### src/rtl/reset_seq_pkg.sv
// Shared definitions for the reset sequencer: FSM state encoding, reset-cause
// codes and the active-high reset polarity used by every stage output.
package reset_seq_pkg;

  typedef enum logic [2:0] {
    HOLD       = 3'd0,
    REL_BUS    = 3'd1,
    REL_PERIPH = 3'd2,
    RUN        = 3'd3,
    SOFT       = 3'd4
  } state_e;

  localparam logic [1:0] CAUSE_HW   = 2'b01;
  localparam logic [1:0] CAUSE_SOFT = 2'b10;

  localparam logic RESET_ENABLE  = 1'b1;
  localparam logic RESET_DISABLE = 1'b0;

  // Terminal count for a stage lasting 'cycles' edges, sized to the counter.
  function automatic logic [31:0] stage_limit(input int unsigned cycles);
    return 32'(cycles - 32'd1);
  endfunction

endpackage

### src/rtl/reset_seq_timer.sv
// Stage counter for the reset sequencer: counts up every edge unless cleared
// and flags when the count matches the limit selected by the FSM.
module reset_seq_timer #(
  parameter int CNT_W = 8
) (
  input  logic             clk,
  input  logic             reset,
  input  logic             clr,
  input  logic [CNT_W-1:0] limit,
  output logic             at_limit
);

  logic [CNT_W-1:0] cnt_q;
  logic [CNT_W-1:0] cnt_d;

  // Next count: clear on request, otherwise advance by one.
  always_comb begin
    if (clr) begin
      cnt_d = '0;
    end else begin
      cnt_d = cnt_q + CNT_W'(1);
    end
  end

  // Count register.
  always_ff @(posedge clk) begin
    if (reset) begin
      cnt_q <= '0;
    end else begin
      cnt_q <= cnt_d;
    end
  end

  assign at_limit = (cnt_q == limit);

endmodule

### src/rtl/reset_seq.sv
// Reset sequencer: releases bus, then peripherals, then CPU after programmable
// gaps, supports a CPU soft reset and records the cause of the last reset.
module reset_seq
  import reset_seq_pkg::*;
#(
  parameter int HOLD_CYCLES = 16,
  parameter int STAGE_GAP   = 8,
  parameter int SOFT_HOLD   = 32,
  parameter int CNT_W       = 8
) (
  input  logic       clk,
  input  logic       reset,
  input  logic       soft_rst_req,
  output logic       rst_bus,
  output logic       rst_periph,
  output logic       rst_cpu,
  output logic       sys_ready,
  output logic [1:0] rst_cause
);

  localparam logic [CNT_W-1:0] HOLD_LIM = CNT_W'(stage_limit(HOLD_CYCLES));
  localparam logic [CNT_W-1:0] GAP_LIM  = CNT_W'(stage_limit(STAGE_GAP));
  localparam logic [CNT_W-1:0] SOFT_LIM = CNT_W'(stage_limit(SOFT_HOLD));

  state_e     state_q, state_d;
  logic       rst_bus_q, rst_bus_d;
  logic       rst_periph_q, rst_periph_d;
  logic       rst_cpu_q, rst_cpu_d;
  logic       sys_ready_q, sys_ready_d;
  logic [1:0] rst_cause_q, rst_cause_d;

  logic             cnt_clr;
  logic             at_limit;
  logic [CNT_W-1:0] limit_sel;

  reset_seq_timer #(
    .CNT_W (CNT_W)
  ) u_timer (
    .clk      (clk),
    .reset    (reset),
    .clr      (cnt_clr),
    .limit    (limit_sel),
    .at_limit (at_limit)
  );

  // Terminal count for the stage currently being timed.
  always_comb begin
    case (state_q)
      HOLD:    limit_sel = HOLD_LIM;
      SOFT:    limit_sel = SOFT_LIM;
      default: limit_sel = GAP_LIM;
    endcase
  end

  // Next-state and output decode; the counter clears on every state change.
  always_comb begin
    state_d      = state_q;
    rst_bus_d    = rst_bus_q;
    rst_periph_d = rst_periph_q;
    rst_cpu_d    = rst_cpu_q;
    sys_ready_d  = sys_ready_q;
    rst_cause_d  = rst_cause_q;
    cnt_clr      = 1'b0;
    case (state_q)
      HOLD: begin
        if (at_limit) begin
          state_d   = REL_BUS;
          rst_bus_d = RESET_DISABLE;
          cnt_clr   = 1'b1;
        end else begin
          cnt_clr = 1'b0;
        end
      end
      REL_BUS: begin
        if (at_limit) begin
          state_d      = REL_PERIPH;
          rst_periph_d = RESET_DISABLE;
          cnt_clr      = 1'b1;
        end else begin
          cnt_clr = 1'b0;
        end
      end
      REL_PERIPH: begin
        if (at_limit) begin
          state_d     = RUN;
          rst_cpu_d   = RESET_DISABLE;
          sys_ready_d = 1'b1;
          cnt_clr     = 1'b1;
        end else begin
          cnt_clr = 1'b0;
        end
      end
      RUN: begin
        // Counter parks at zero while running so SOFT starts from a clean count.
        cnt_clr = 1'b1;
        if (soft_rst_req) begin
          state_d      = SOFT;
          rst_bus_d    = RESET_ENABLE;
          rst_periph_d = RESET_ENABLE;
          rst_cpu_d    = RESET_ENABLE;
          sys_ready_d  = 1'b0;
          rst_cause_d  = CAUSE_SOFT;
        end else begin
          state_d = RUN;
        end
      end
      SOFT: begin
        if (at_limit) begin
          state_d   = REL_BUS;
          rst_bus_d = RESET_DISABLE;
          cnt_clr   = 1'b1;
        end else begin
          cnt_clr = 1'b0;
        end
      end
      default: begin
        state_d      = HOLD;
        rst_bus_d    = RESET_ENABLE;
        rst_periph_d = RESET_ENABLE;
        rst_cpu_d    = RESET_ENABLE;
        sys_ready_d  = 1'b0;
        cnt_clr      = 1'b1;
      end
    endcase
  end

  // FSM state and registered outputs; hardware reset overrides everything.
  always_ff @(posedge clk) begin
    if (reset) begin
      state_q      <= HOLD;
      rst_bus_q    <= RESET_ENABLE;
      rst_periph_q <= RESET_ENABLE;
      rst_cpu_q    <= RESET_ENABLE;
      sys_ready_q  <= 1'b0;
      rst_cause_q  <= CAUSE_HW;
    end else begin
      state_q      <= state_d;
      rst_bus_q    <= rst_bus_d;
      rst_periph_q <= rst_periph_d;
      rst_cpu_q    <= rst_cpu_d;
      sys_ready_q  <= sys_ready_d;
      rst_cause_q  <= rst_cause_d;
    end
  end

  assign rst_bus    = rst_bus_q;
  assign rst_periph = rst_periph_q;
  assign rst_cpu    = rst_cpu_q;
  assign sys_ready  = sys_ready_q;
  assign rst_cause  = rst_cause_q;

endmodule

### config.mk
export PLATFORM = sky130hd
export DESIGN_NAME = reset_seq
export DESIGN_NICKNAME = d
export VERILOG_FILES = /design/src/rtl/reset_seq_pkg.sv /design/src/rtl/reset_seq_timer.sv /design/src/rtl/reset_seq.sv
export SDC_FILE = /design/constraint.sdc
export NUM_CORES = 1
export LEC_CHECK = 0
export CAP_MARGIN = 20
export CORE_ASPECT_RATIO = 0.9
export CORE_MARGIN = 2
export CORE_UTILIZATION = 30
export DETAILED_ROUTE_END_ITERATION = 8
export GPL_TIMING_DRIVEN = 0
export PLACE_DENSITY = 0.5
export SETUP_SLACK_MARGIN = 0.05
export SYNTH_ARGS = -nofsm -noshare
export SYNTH_HDL_FRONTEND = slang
export SYNTH_SLANG_ARGS = --single-unit
### constraint.sdc
create_clock -name clk -period 1.6 [get_ports clk]
set_clock_uncertainty 0.05 [all_clocks]
set_input_delay 0.16 -clock clk [delete_from_list [all_inputs] [get_ports clk]]
set_output_delay 0.16 -clock clk [all_outputs]
set_load 0.02 [all_outputs]
=== Yosys cells after proc, flatten, opt, wreduce, memory -nomap -nowiden ===
Cells that the tools add are included.

* Add/sub/neg operators: 1
* Multiply operators: 0
* Divide/modulo/power cells: 0
* Magnitude comparators: 0
* Equality and inequality tests: 9
* Shifts and indexed selects: 0
* Multiplexer cells: 16
* Bitwise logic cells: 3
* Reduce and logical (&&, ||, !) cells: 12

{| class="wikitable"
|+ Operators by type and width
! operator !! number
|-
| $mux W3 || 4
|-
| $pmux W1 S3 || 4
|-
| $pmux W3 S4 || 1
|-
| $reduce_and A3 Y1 || 4
|-
| $pmux W5 S2 || 1
|-
| $add A8 B1 Y8 const B || 1
|-
| $eq A8 B5 Y1 || 1
|-
| $eq A3 B2 Y1 const B || 2
|-
| $mux W1 || 6
|-
| $ne A2 B2 Y1 const B || 3
|-
| $reduce_or A2 Y1 || 3
|-
| $reduce_or A3 Y1 || 2
|-
| $reduce_or A4 Y1 || 1
|-
| $eq A3 B1 Y1 const B || 1
|-
| $eq A3 B3 Y1 const B || 1
|-
| $logic_not A3 Y1 || 1
|-
| $not A1 Y1 || 3
|-
| $ne A2 B1 Y1 const B || 1
|-
| $reduce_and A2 Y1 || 1
|}

* Bits in registers: 17
* Latch bits: 0
* Memory bits (writable): 0
* Bits in read-only memories: 0
* Bits of input ports: 3
* Word-level logic and storage cells: 48
* Memories kept: 0

=== Longest topological paths before layout ===
* Depth in word-level cells: 6
* Mapped depth: 5
* Depth with buffers taken out: 4

=== By module ===
Synthesis repeated with hierarchy kept, for this count alone.

* Cell total of the unflattened synthesis: 95
* Area total of the unflattened synthesis: 839.6 µm²

{| class="wikitable"
|+ Modules (own cells, without submodules)
! module !! instances !! cells each !! area each (µm²) !! sequential area each (µm²)
|-
| reset_seq || 1 || 48 || 434.2 || 180.2
|-
| reset_seq_timer || 1 || 47 || 405.4 || 160.2
|}

=== Worst setup path before layout ===
Ideal clock, no wire load.

* Path type: register to register
* Start point: reg u_timer.cnt_q[0]
* End point: reg rst_cpu_q, in the netlist rst_cpu
* Setup time: 0.120 ns
* Arrival time: 1.447 ns
* Data required time: 1.430 ns
* Slack: -0.016 ns
* Stages on the path, launching flop included: 5
* Period minus slack after synthesis: 1.616 ns
* Cells stage by stage: dfxtp_1 ha_1 nand3_2 or4_4 a211o_1

* Word-level cells in the longest chain between the ends: 3

{| class="wikitable"
|+ RTL lines
! what !! line !! RTL
|-
| start, declared || reset_seq_timer.sv:13 || <nowiki>logic [CNT_W-1:0] cnt_q;</nowiki>
|-
| start signal, assigned || reset_seq_timer.sv:30 || <nowiki>cnt_q <= cnt_d;</nowiki>
|-
| $eq A8 B5 Y1 || reset_seq_timer.sv:34 || <nowiki>assign at_limit = (cnt_q == limit);</nowiki>
|-
| $ne A2 B2 Y1 (no line) || n/a ||
|-
| $reduce_and A3 Y1 (no line) || n/a ||
|-
| end signal, assigned || reset_seq.sv:140 || <nowiki>rst_cpu_q <= rst_cpu_d;</nowiki>
|-
| end, declared || reset_seq.sv:28 || <nowiki>logic rst_cpu_q, rst_cpu_d;</nowiki>
|}

No other way between the ends.
A chain may end at the register's enable or synchronous reset.

=== Final worst setup path ===
* Start point: reg u_timer.cnt_q[7]
* End point: reg rst_cpu_q, in the netlist rst_cpu

The elaborated chain is that of the path after synthesis.

==> results.json <==
{
  "tns_ps": 0,
  "ys_seq_elements": 17,
  "start_util_pct": 32.5,
  "crit_slowest_cell": "or4_4",
  "yosysMostFrequentCell": "dfxtp_1",
  "worstMarginPinSlew_ps": 482,
  "path_clk_slew_ps": 110,
  "grtUsageMet1_pct": 17.2,
  "holdPathEnd": "state_q[2]",
  "cts_tree": "yes",
  "powerDensity_mw_per_mm2": 677,
  "synth_area_um2": 815,
  "required_ps": 1740,
  "grt_overflow_total": 0,
  "synth-seq-area-share_pct": 41.8,
  "worst-setup-path-type": "reg -> reg",
  "yosys.area.top_type": "dfxtp_1",
  "cp-end-kind": "flip-flop",
  "hold_class": "in -> reg",
  "rows": 17,
  "antenna_found_initial": 0,
  "clockRootBuffer": "clkbuf_4",
  "start_kind": "flip-flop",
  "finalCritPeriodShare_pct": 96.8,
  "reg2reg_to": "rst_cpu",
  "synthTopCellsByCount": "dfxtp_1 (17), nor2_1 (11), a21oi_1 (9)",
  "cpPeakStageDelay_ps": 500,
  "critPathArrivalTime_ps": 1690,
  "clk_path_buf_depth": 2,
  "vdd_drop_max_mv": 0.432,
  "cts_sinks": 17,
  "dpl.hpwl_um": 1180,
  "final_util_pct": 41.7,
  "run_status": "finished, final reports clean",
  "ioPinCount": 9,
  "period_minus_slack_ps": 1550,
  "htreeDepth": 1,
  "numCtsBuffers": 3,
  "multi_input_area_um2": 489,
  "whs_ps": 237,
  "postLayoutCellArea_mm2": 0.00105,
  "grt_pass1_wl_um": 2980,
  "grtUsageTotal_pct": 13.0,
  "numPortBuffers": 7,
  "design.die.area_mm2": 0.00315,
  "dpl-instance-area_um2": 947,
  "gp_congestion": 0.770,
  "antenna_cells": 0,
  "postSynthCellCount": 95,
  "top_usage_layer": "met2",
  "fillers": 274,
  "netlist.area_leader.share_pct": 41.8,
  "fin_ws_ps": 51.5,
  "finalNetCount": 114,
  "synth_fp_nets": 99,
  "die-width_um": 58.9,
  "hold_violations": 0,
  "hp-start": "reset",
  "met3_usage_pct": 5.62,
  "r2r_slack_ps": 50,
  "clock_latency_ps": 300,
  "maxCapViolations": 0,
  "vias": 694,
  "wl_per_cell_um": 13.0,
  "area_growth_pct": 28.6,
  "rsz0062_at_grt": "true",
  "grt_max_degree": 11,
  "synth-async-reset-ratio_pct": 0,
  "seq_area_um2": 352,
  "setup_viol": 0,
  "drt-total-wl_um": 1790,
  "leakage_nw": 0.399,
  "crit_chain": "nor3_4 > nand3_4 > or4_4 > a211o_1",
  "max_freq_mhz": 646,
  "relSlewSlack_pct": 67.8,
  "rr_startpoint": "u_timer.cnt_q[7]",
  "synth_enable_flop_cells": 0,
  "crit_family": "simple AND/OR/NAND/NOR gates",
  "drive_gt1_share_pct": 26.6,
  "r2r_cells": 4,
  "drc": 0,
  "core_area_mm2": 0.00251,
  "crit_buf_inv": 0,
  "first_iter_violations": 9,
  "slew_violations": 0,
  "grt_pass1_vias": 651,
  "ant_nets": 0,
  "pre_cts_ws_ps": -126,
  "yosysUniqueCellTypes": 36,
  "first_pass_iters": 4,
  "ys_warn_count": 0,
  "ys.flop_type": "dfxtp_1",
  "avgViaCountPerCell": 5.07,
  "synth_area_leaders": "dfxtp_1 (42%), a21oi_1 (5.5%), xor2_1 (5.4%)",
  "die_h_um": 53.4,
  "crit_fanout": 2,
  "grtUsageMet2_pct": 19.3,
  "syn_area_per_cell_um2": 8.57,
  "worstHoldPathCells": 2
}
placed cells by master, fill, tap and decap left out, types with 2 or more instances in the layout:
cell	count
a21o_1	2
a21oi_1	8
and3_1	2
buf_2	2
buf_4	4
clkbuf_2	2
clkbuf_4	3
clkdlybuf4s50_1	5
dfxtp_1	12
dfxtp_2	3
dfxtp_4	2
dlymetal6s2s_1	2
inv_1	4
nand2_1	4
nand2b_1	3
nand3_1	5
nor2_1	11
or2_2	2
xnor2_1	2
xor2_1	5
how the worst max path moves through the flow:
stage / from / end / slack (ps) / depth (start not counted)
5_1_grt: u_timer.cnt_q[7] / rst_cpu / -20 / 4
4_1_cts: u_timer.cnt_q[5] / rst_cpu / 20 / 4
6_report: u_timer.cnt_q[7] / rst_cpu / 50 / 4
3_3_place_gp: soft_rst_req / rst_cpu / -130 / 4
2_1_floorplan: u_timer.cnt_q[7] / rst_cpu / 20 / 4
3_5_place_dp: soft_rst_req / rst_cpu / -130 / 4
registers in the layout (all words and copies together), names as in the netlist:
register and flops:
rst_cause 2, rst_cpu 1, rst_periph 1, state_q 3
sys_ready 1, u_timer.cnt_q 8, rst_bus 1
through the flow:
stage | power (mW) | instances
global route | 0.745 | 137
floorplan | 0.469 | 95
detailed placement | 0.480 | 130
global placement | 0.479 | 130
finish | 0.709 | 137
CTS | 0.718 | 136
routing by layer:
| layer | part of all wire, % | vias up |
|---|---|---|
| met3 | 3.9 | 2 |
| met1 | 52 | 317 |
| met5 | 0 | - |
| li1 | - | 363 |
| met2 | 43 | 12 |
| met4 | 0.78 | 0 |
where the power goes:
group	internal [mW]	switching, mW	leakage, nW
Sequential	0.427	0.00774	0.140
Combinational	0.0158	0.0204	0.241
Clock	0.0931	0.145	0.0177
Total	0.536	0.173	0.399
layout make-up:
class                   count  area share, %
inverters                   4           1.43
clock buffers               3           2.15
flip-flops and latches     17           33.6
clock inverters             1          0.478
multi-input cells          68           46.7
repair buffers             10           9.32
plain buffers               6           2.99
well taps                  28           3.35
cell families (layout without fill, tap and decap cells):
kind of cell | count (synthesis) | count (layout) | share of synthesized area, %
compound gates | 25 | 25 | 20.3
xor+xnor | 7 | 7 | 7.53
fa+ha+maj | 1 | 1 | 1.54
buf+inv | 10 | 24 | 5.07
flops | 17 | 17 | 41.8
simple gates | 35 | 35 | 23.8
timing repair:
| action | 4_1_cts | 5_1_grt |
|---|---|---|
| hold buffers | 0 | 0 |
| setup endpoints to repair | 11 | 15 |
| setup buffers | 2 | 1 |
| gates resized for setup | 10 | 8 |
| gates cloned | 0 | 0 |
| pin swaps | 3 | 2 |
Note: power is estimated with default switching activity, not from simulation.
